==> src/rtl/lc3_rf_pkg.sv <==
// Shared constants and helpers for the LC3 register file / scoreboard slice.
package lc3_rf_pkg;

   // Condition-code encodings, {N,Z,P}; exactly one bit is ever set.
   localparam logic [2:0] NZP_N     = 3'b100;
   localparam logic [2:0] NZP_Z     = 3'b010;
   localparam logic [2:0] NZP_P     = 3'b001;
   localparam logic [2:0] NZP_RESET = NZP_Z;

   // Widest data word nzp_of() accepts; callers zero-extend into it.
   localparam int NZP_MAX_W = 64;

   // Classify a w-bit value (zero-extended into data) as negative/zero/positive.
   function automatic logic [2:0] nzp_of(input logic [NZP_MAX_W-1:0] data,
                                         input int unsigned          w);
      logic [NZP_MAX_W-1:0] sh;
      sh = data >> (w - 1);
      if (sh[0])           return NZP_N;
      else if (data == '0) return NZP_Z;
      else                 return NZP_P;
   endfunction

endpackage

==> src/rtl/lc3_scoreboard.sv <==
// Per-register busy bits: Decode claims destinations, Writeback releases them.
// Writeback in the same cycle is forwarded so a register being written now
// already counts as free for both issue and read-side hazard checks.
module lc3_scoreboard
   import lc3_rf_pkg::*;
#(
   parameter  int NUM_REG = 8,
   parameter  int NUM_RD  = 2,
   localparam int AW      = $clog2(NUM_REG)
) (
   input  logic                 clock,
   input  logic                 reset,
   input  logic [NUM_RD*AW-1:0] i_rd_addr,
   input  logic                 i_wr_en,
   input  logic [AW-1:0]        i_wr_addr,
   input  logic                 i_issue_en,
   input  logic [AW-1:0]        i_issue_addr,
   output logic [NUM_RD-1:0]    o_rd_busy,
   output logic                 o_issue_ok
);

   logic [NUM_REG-1:0] r_busy;
   logic [NUM_REG-1:0] w_busy_nxt;

   assign o_issue_ok = !r_busy[i_issue_addr] || (i_wr_en && (i_wr_addr == i_issue_addr));

   // Next busy vector: clear on writeback, then set on accepted claim so a
   // back-to-back producer to the same register keeps it busy.
   always_comb begin
      w_busy_nxt = r_busy;
      if (i_wr_en)
         w_busy_nxt[i_wr_addr] = 1'b0;
      if (i_issue_en && o_issue_ok)
         w_busy_nxt[i_issue_addr] = 1'b1;
   end

   // Busy register; reset discards every outstanding claim.
   always_ff @(posedge clock) begin
      if (reset) r_busy <= '0;
      else       r_busy <= w_busy_nxt;
   end

   for (genvar g = 0; g < NUM_RD; g++) begin : g_rd
      logic [AW-1:0] w_ra;
      assign w_ra         = i_rd_addr[g*AW +: AW];
      assign o_rd_busy[g] = r_busy[w_ra] && !(i_wr_en && (i_wr_addr == w_ra));
   end

endmodule

==> src/rtl/lc3_regfile_sb.sv <==
// LC3 register file: storage, write-first read bypass, NZP flags, and the
// destination scoreboard Decode uses to stall on RAW hazards.
module lc3_regfile_sb
   import lc3_rf_pkg::*;
#(
   parameter  int DATA_W  = 16,
   parameter  int NUM_REG = 8,
   parameter  int NUM_RD  = 2,
   localparam int AW      = $clog2(NUM_REG)
) (
   input  logic                     clock,
   input  logic                     reset,
   input  logic [NUM_RD*AW-1:0]     i_rd_addr,
   output logic [NUM_RD*DATA_W-1:0] o_rd_data,
   output logic [NUM_RD-1:0]        o_rd_busy,
   input  logic                     i_wr_en,
   input  logic [AW-1:0]            i_wr_addr,
   input  logic [DATA_W-1:0]        i_wr_data,
   input  logic                     i_wr_setcc,
   input  logic                     i_issue_en,
   input  logic [AW-1:0]            i_issue_addr,
   output logic                     o_issue_ok,
   output logic [2:0]               o_nzp
);

   logic [NUM_REG-1:0][DATA_W-1:0] r_regs;
   logic [2:0]                     r_nzp;

   // Register storage: single write port, cleared by reset.
   always_ff @(posedge clock) begin
      if (reset)        r_regs            <= '0;
      else if (i_wr_en) r_regs[i_wr_addr] <= i_wr_data;
   end

   // Condition codes follow the written value only when the instruction sets them.
   always_ff @(posedge clock) begin
      if (reset)                        r_nzp <= NZP_RESET;
      else if (i_wr_en && i_wr_setcc)   r_nzp <= nzp_of(NZP_MAX_W'(i_wr_data), DATA_W);
   end

   assign o_nzp = r_nzp;

   // Read ports: a same-cycle writeback wins over stored contents.
   for (genvar g = 0; g < NUM_RD; g++) begin : g_rd
      logic [AW-1:0] w_ra;
      assign w_ra = i_rd_addr[g*AW +: AW];
      assign o_rd_data[g*DATA_W +: DATA_W] =
         (i_wr_en && (i_wr_addr == w_ra)) ? i_wr_data : r_regs[w_ra];
   end

   lc3_scoreboard #(
      .NUM_REG (NUM_REG),
      .NUM_RD  (NUM_RD)
   ) u_sb (
      .clock        (clock),
      .reset        (reset),
      .i_rd_addr    (i_rd_addr),
      .i_wr_en      (i_wr_en),
      .i_wr_addr    (i_wr_addr),
      .i_issue_en   (i_issue_en),
      .i_issue_addr (i_issue_addr),
      .o_rd_busy    (o_rd_busy),
      .o_issue_ok   (o_issue_ok)
   );

endmodule
==> config.mk <==
export PLATFORM = sky130hd
export DESIGN_NAME = lc3_regfile_sb
export DESIGN_NICKNAME = d
export VERILOG_FILES = /design/src/rtl/lc3_rf_pkg.sv /design/src/rtl/lc3_scoreboard.sv /design/src/rtl/lc3_regfile_sb.sv
export SDC_FILE = /design/constraint.sdc
export NUM_CORES = 1
export LEC_CHECK = 0
export CAP_MARGIN = 20
export CORE_MARGIN = 4
export CORE_UTILIZATION = 49
export DETAILED_ROUTE_END_ITERATION = 7
export PLACE_DENSITY = 0.8
export RECOVER_POWER = 100
export SYNTH_ARGS = -nofsm -noshare
export SYNTH_HDL_FRONTEND = slang
export SYNTH_HIERARCHICAL = 1
export SYNTH_SLANG_ARGS = --single-unit
==> constraint.sdc <==
create_clock -name clock -period 3.48 [get_ports clock]
set_clock_uncertainty 0.2 [all_clocks]
set_input_delay 0.696 -clock clock [delete_from_list [all_inputs] [get_ports clock]]
set_output_delay 0.696 -clock clock [all_outputs]
set_load 0.01 [all_outputs]
==> results of run 1 <==
[critical path: cells and delay by family]
kind                   cells  cell delay, ns
AO/OA/AOI/OAI              1            0.20
XOR/XNOR                   1            0.15
buffers and inverters      3            1.32
AND/OR/NAND/NOR            1            0.17
[cells in the final DEF (no fill, tap or decap), drive strengths merged, types with 4 or more instances in the layout]
| cell | count |
|---|---|
| a21oi | 162 |
| buf | 66 |
| clkbuf | 32 |
| clkdlybuf4s50 | 39 |
| clkinv | 6 |
| dfxtp | 139 |
| dlygate4sd2 | 9 |
| dlygate4sd3 | 4 |
| dlymetal6s2s | 11 |
| mux2i | 34 |
| mux4 | 70 |
| nand2 | 271 |
| nand2b | 6 |
| nand3 | 7 |
| nand4 | 8 |
| nand4b | 8 |
| nor2 | 42 |
| nor2b | 6 |
| nor4 | 4 |
| o211ai | 14 |
| xnor2 | 12 |
[cell type report]
cell class	instances	share of cell area, %
clock buffers	23	4.821
clock inverters	8	0.9667
inverters	2	0.07734
multi-input cells	661	48.93
flip-flops and latches	139	28.67
well taps	216	2.784
repair buffers	138	13.75
[kinds of logic (layout without fill, tap and decap cells)]
kind of cell	Yosys count	in the layout	synth area share, %
buf+inv	87	171	6.620
xor+xnor	12	12	1.302
simple gates	359	359	19.44
compound gates	184	184	12.22
flops	139	139	34.48
mux	106	106	25.94
[flip-flops by register name (all words and copies together) (netlist names)]
signal / cells
r_regs: 128
o_nzp: 3
u_sb/r_busy: 8
[per-stage QoR]
stage	cell area, um2	hold WS [ns]
3_5_place_dp	9165	0.2472
2_1_floorplan	8070	0.2397
6_report	9707	0.2492
3_3_place_gp	9165	0.2440
4_1_cts	9716	0.2549
5_1_grt	9707	0.2814
[layer usage]
layer / global-route usage (%) / wire length (um)
met5: 0 / 0
met4: 16.41 / 1530
met3: 6.181 / 2452
met2: 47.61 / 12700
met1: 33.00 / 9509
[what timing repair did]
action / 4_1_cts / 5_1_grt
gates resized for setup: 9 / 18
setup endpoints to repair: 16 / 15
cloned: 0 / 0
[power groups by stage]
stage	clock network (mW)	registers [mW]	logic, mW
2_1_floorplan	0	1.68	0.340
3_3_place_gp	0	1.69	0.564
3_5_place_dp	0	1.69	0.572
4_1_cts	1.77	1.66	0.572
5_1_grt	1.82	1.66	0.602
6_report	1.76	1.66	0.573
[Yosys cell counts, types with 2 or more instances]
library cell | instances | share of area (%)
a21oi_1 | 162 | 10
a32o_1 | 2 | 0.25
buf_12 | 2 | 0.50
buf_2 | 19 | 1.2
buf_4 | 18 | 1.7
buf_6 | 8 | 1.1
buf_8 | 2 | 0.37
clkbuf_1 | 35 | 1.6
dfxtp_1 | 139 | 34
inv_1 | 2 | 0.093
mux2_2 | 2 | 0.28
mux2i_1 | 34 | 4.2
mux4_1 | 41 | 13
mux4_2 | 29 | 8.1
nand2_1 | 270 | 13
nand2b_1 | 5 | 0.39
nand3_1 | 7 | 0.43
nand4_1 | 7 | 0.54
nand4b_1 | 8 | 0.87
nor2_1 | 36 | 1.7
nor2_2 | 2 | 0.16
nor2_4 | 4 | 0.56
nor2b_1 | 6 | 0.47
nor3_4 | 2 | 0.40
nor4_1 | 4 | 0.31
o211ai_1 | 14 | 1.3
o311ai_0 | 2 | 0.22
or4b_1 | 2 | 0.25
xnor2_1 | 12 | 1.3
[path summary, 6_finish.rpt]
check                              end  slack, ns
min reg2reg      o_nzp[2]$_SDFFE_PP0P_       0.25
max reg2reg  u_sb/r_busy[0]$_SDFF_PP0_       2.22
max                       o_rd_data[9]       0.02
min              o_nzp[2]$_SDFFE_PP0P_       0.25
==> impl_results.md, run 1 <==
* Combinational fraction of design power at about 14%
* Crit path capture type: primary output
* Post-CTS Setup Repair Bufs at 0
* Leak pwr at 3.810 nW
* Worst Setup SP: i_wr_addr[1]
* Setup Slack @ Placement at -0.2529 ns
* Clk sinks at 139
* Post-Synthesis Cells at 887
* Async set-reset flop share out of synthesis at 0%
* Wire length per cell at 22.06 um
* First-pass GRT wire length at 39320 um
* Layout cells sized above 1 at 14.62%
* Clk root buf: clkbuf_16
* NumNets Final at between 900 and 1k
* Crit path cell chain: clkdlybuf4s50_1 > xnor2_1 > nand4_1 > buf_12 > a21oi_1 > clkdlybuf4s50_1
* GRT overflow at 0
* Fin. Hold Viols at 0
* DIE HEIGHT at 136.3 um
* DRT Pass-1 Iters at 6
* CP Data Arrival Time at 2.56 ns
* Fillcell total at 1282
* Sw Share at between 20% and 30%
* TritonCTS Buffers at 17
* Synth warn at 6
* R2R Path Start: u_sb/r_busy[0]$_SDFF_PP0_
* Syn Nets at 920
* Maxcap violations at 0
* Via count at 7610
* Maximum vdd drop at 329.2 uV
* Die area at 18590 um2
* Multi-input logic area at 4750 um2
* Ant diodes at 0
* Peak Freq at 0.2891 GHz
* DRC at 0
* Library cells used by synthesis at 40
* Vias in the first global route at 7285
* Post-Route Utilization at between 60% and 70%
* Worst Path Max Fanout at 29
* Post-route setup TNS at 0 ns
* CTS H-tree lvls at 4
* Ys flop type: dfxtp_1
* Overall power at 3.990 mW
* Worst path max stage delay at 0.59 ns
* Sequential power share at 41.6%
* Syn-to-layout area delta at 20.28%
* FF-to-FF path depth at 2
* Mean Syn Cell Area at 9.098 um2
* Total GRT Usage at 28.21%
* DRT Wirelength at 26190 um
* Mapped cell area at slightly above 8000 um2
* Clock Power Share at 44.1%
* DR iter-0 viols at 938
* Startpoint types: input pin
* Rows at 46
* HP Class: flip-flop to flip-flop
* CP required at 2.58 ns
* TritonCTS clock tree: built
* Period minus WS final at 3.459 ns
* PortBufs at 70
* Dpl hpwl at 16260 um
* Number of flops mapped to enable cells by yosys at 0
* Internal power at 2.968 mW
* Count of final setup violators at 0
* Fin. max-slew vios at 0
* ANT nets after route at 0
* Clock Latency Late Sink at 0.43 ns
* CTS Hold Bufs at 0
* Hold path cells at 2
* #FFs+latches synth at 139
* Final cell count without fillers at 1187
* Starting Density at 50.44%
* Placed insts at about 1.2k
* Die Wd at 136.3 um
* Crit path kind: input pin to primary output
* Crit path max-delay cell type: clkdlybuf4s50_1
* Largest net degree at the start of global routing at 60
* Worst-margin pin slew at 1.185 ns
* Sequential-to-total area share from yosys stat at 34.48%
* Core Area at 16000 um2
* FF/Latch Area at approximately 2800 um2
* Relative max-transition margin at a little over a fifth
* Via density at 6.411
* Final worst slack at 0.02124 ns
* Max clock buf depth at 2
* Cell repeated most along the worst path: clkdlybuf4s50_1
* Outcome: finished, final reports clean
* Final period util at 99.39%
* # IOs at 71
* Clock transition at path regs at 0.05 ns
* RD Place Congestion at 0.8509
* Antenna violations before repair at 0
* Hold path start: o_nzp[2]$_SDFFE_PP0P_
* Pwr Density at roughly 410 nW/um2
* Net Switching at 1.022 mW
Note: power is estimated with default switching activity, not from simulation.
==> run 2, diff against run 1 <==
--- a/config.mk
+++ b/config.mk
@@ -6,6 +6,7 @@
 export NUM_CORES = 1
 export LEC_CHECK = 0
 export CAP_MARGIN = 20
+export CORE_ASPECT_RATIO = 1.5
 export CORE_MARGIN = 4
 export CORE_UTILIZATION = 49
 export DETAILED_ROUTE_END_ITERATION = 7
==> impl_results.md, run 2 (synthesized netlist as in run 1, its figures left out) <==
* Outcome: finished, final reports clean
* DR iter-0 viols at 840 (-10%)
* Placed insts at 1151 (-0.43%)
* Final instance area at 9738 um2 (+0.32%)
* Wire length per cell at 21.33 um (-3.3%)
* Met3 wire length at 2683 um (+9.4%)
* PortBufs at 70 (unchanged)
* Antenna violations before repair at 0 (unchanged)
* Worst-margin pin slew at 1.183 ns (-0.002178 ns)
* Dpl hpwl at 16400 um (+0.88%)
* Clk sinks at 139 (unchanged)
* Commonest non-fill, non-tap cell in the layout: nand2_1
* Via count at 7380 (-3.0%)
* Met2 WL at 12390 um (-2.4%)
* Total GRT Usage at 26.96% (-1.2 points)
* Leak pwr at 3.741 nW (-1.8%)
* NumNets Final at 998 (+0.60%)
* CP required at 2.58 ns (about the same)
* Most frequent cells in the layout: nand2_1, a21oi_1, dfxtp_1
* Layout cells sized above 1 at 15.76% (+1.1 points)
* CP Data Arrival Time at 2.55 ns (about the same)
* DRT Wirelength at 25240 um (-3.6%)
* ANT nets after route at 0 (unchanged)
* FF-to-FF path depth at 2 (unchanged)
* Hold path start: r_regs[111]$_SDFFE_PP0P_
* Overall power at 3.968 mW (-0.55%)
* Largest net degree at the start of global routing at 116 (+93%)
* Fin. max-slew vios at 0 (unchanged)
* Clock Latency Late Sink at 0.42 ns (about the same)
* Via density at 6.238 (-2.7%)
* Relative max-transition margin at 21.14% (+0.15 points)
* Top reg by flops: r_regs
* Vias in the first global route at 7219 (-0.91%)
* Reg2Reg Setup Slack at 2.22 ns (about the same)
* Ant diodes at 0 (unchanged)
* Clock transition at path regs at 0.06 ns (about the same)
* # IOs at 71 (unchanged)
* DIE HEIGHT at 165.2 um (+21%)
* Placement Cell Area at 9153 um2 (-0.14%)
* Max reg flops at 128 (unchanged)
* CTS H-tree lvls at 4 (unchanged)
* Pwr Density at 407.5 nW/um2 (-0.87%)
* Starting Density at 49.85% (-0.59 points)
* Core Area at 16190 um2 (+1.2%)
* Die Wd at 112.8 um (-17%)
* Maxcap violations at 0 (unchanged)
* Startpoint types: input pin
* DRT Pass-1 Iters at 6 (unchanged)
* Hold path cells at 2 (unchanged)
* R2R Path Start: u_sb/r_busy[0]$_SDFF_PP0_
* Period minus WS final at 3.443 ns (-0.01528 ns)
* TritonCTS clock tree: built
* Peak Freq at 0.2904 GHz (+0.44%)
* DRC at 0 (unchanged)
* Rows at 57 (+24%)
* Syn-to-layout area delta at 20.67%
* TritonCTS Buffers at 17 (unchanged)
* GRT overflow at 0 (unchanged)
* HP Class: flip-flop to flip-flop
* RD Place Congestion at 0.8921 (+4.8%)
* First-pass GRT wire length at 38730 um (-1.5%)
* Maximum vdd drop at 322.6 uV (-2.0%)
* Crit path capture type: primary output
* Max clock buf depth at 2 (unchanged)
* Die area at 18630 um2 (+0.23%)
* Highest Signal Layer: met4
* Post-Route M1 WL at 8903 um (-6.4%)
* Clk root buf: clkbuf_16
* Hold Crit Endpoint: r_regs[111]$_SDFFE_PP0P_
* Final cell count without fillers at 1183 (-0.34%)
* Worst Path Max Fanout at 25 (-14%)
* Fin. Hold Viols at 0 (unchanged)
* End of the worst register-to-register path: u_sb/r_busy[0]$_SDFF_PP0_
* Final period util at 98.95% (-0.44 points)
* Count of final setup violators at 0 (unchanged)
* Crit path kind: input pin to primary output
-- run 2: repair_timing --
item                       4_1_cts  5_1_grt
setup buffers                    0        0
hold endpoints to repair         0        0
gates resized for setup         10       18
setup endpoints to repair        8       27
gates cloned                     0        0
hold buffers                     0        0
-- run 2: area by class of cell --
cell class	count	area, um2
Fill cell	1295	6451
Inverter	2	7.507
Tap cell	206	257.7
Multi-Input combinational cell	661	4773
Clock inverter	11	95.09
Sequential cell	139	2783
Clock buffer	20	466.7
Timing Repair Buffer	144	1355
-- run 2: critical path: stages --
cell and delay (ns):
buf_2 0.12, buf_12 0.22, mux4_1 0.57, mux2i_1 0.31
a21oi_2 0.13, clkdlybuf4s50_1 0.49
-- run 2: worst max-delay path by stage --
| stage | from | to | slack, ns |
|---|---|---|---|
| 2_1_floorplan | i_issue_addr[0] | o_issue_ok | 0.71 |
| 3_3_place_gp | i_issue_addr[0] | o_issue_ok | -0.28 |
| 3_5_place_dp | i_issue_addr[0] | o_issue_ok | -0.30 |
| 4_1_cts | i_issue_addr[0] | o_issue_ok | 0.0002 |
| 5_1_grt | i_wr_addr[2] | o_rd_data[3] | -0.0009 |
| 6_report | i_rd_addr[0] | o_rd_data[13] | 0.04 |
-- run 2: through the flow --
stage / setup TNS, ns / hold slack [ns] / worst slack (ns) / util (%)
after global routing: -0.001191 / 0.2770 / -0.0009455 / 60.15
after floorplan: 0 / 0.2397 / 0.7097 / -
after global placement: -0.2813 / 0.2453 / -0.2804 / 56.53
after detailed placement: -0.3304 / 0.2541 / -0.3043 / 56.53
final: 0 / 0.2620 / 0.03652 / 60.15
after CTS: 0 / 0.2635 / 0.0001892 / 60.07
-- run 2: power breakdown --
part | leakage (nW) | internal [mW] | switching (mW)
combinational | 2.34 | 0.265 | 0.319
sequential | 1.13 | 1.63 | 0.0278
clock | 0.274 | 1.03 | 0.697
total | 3.74 | 2.92 | 1.04
-- run 2: routing by layer --
layer  up-vias  track usage, %
met3       105           5.468
met4         0           13.67
met1      3466           32.43
met5         -               0
met2       492           45.74
li1       3317               -
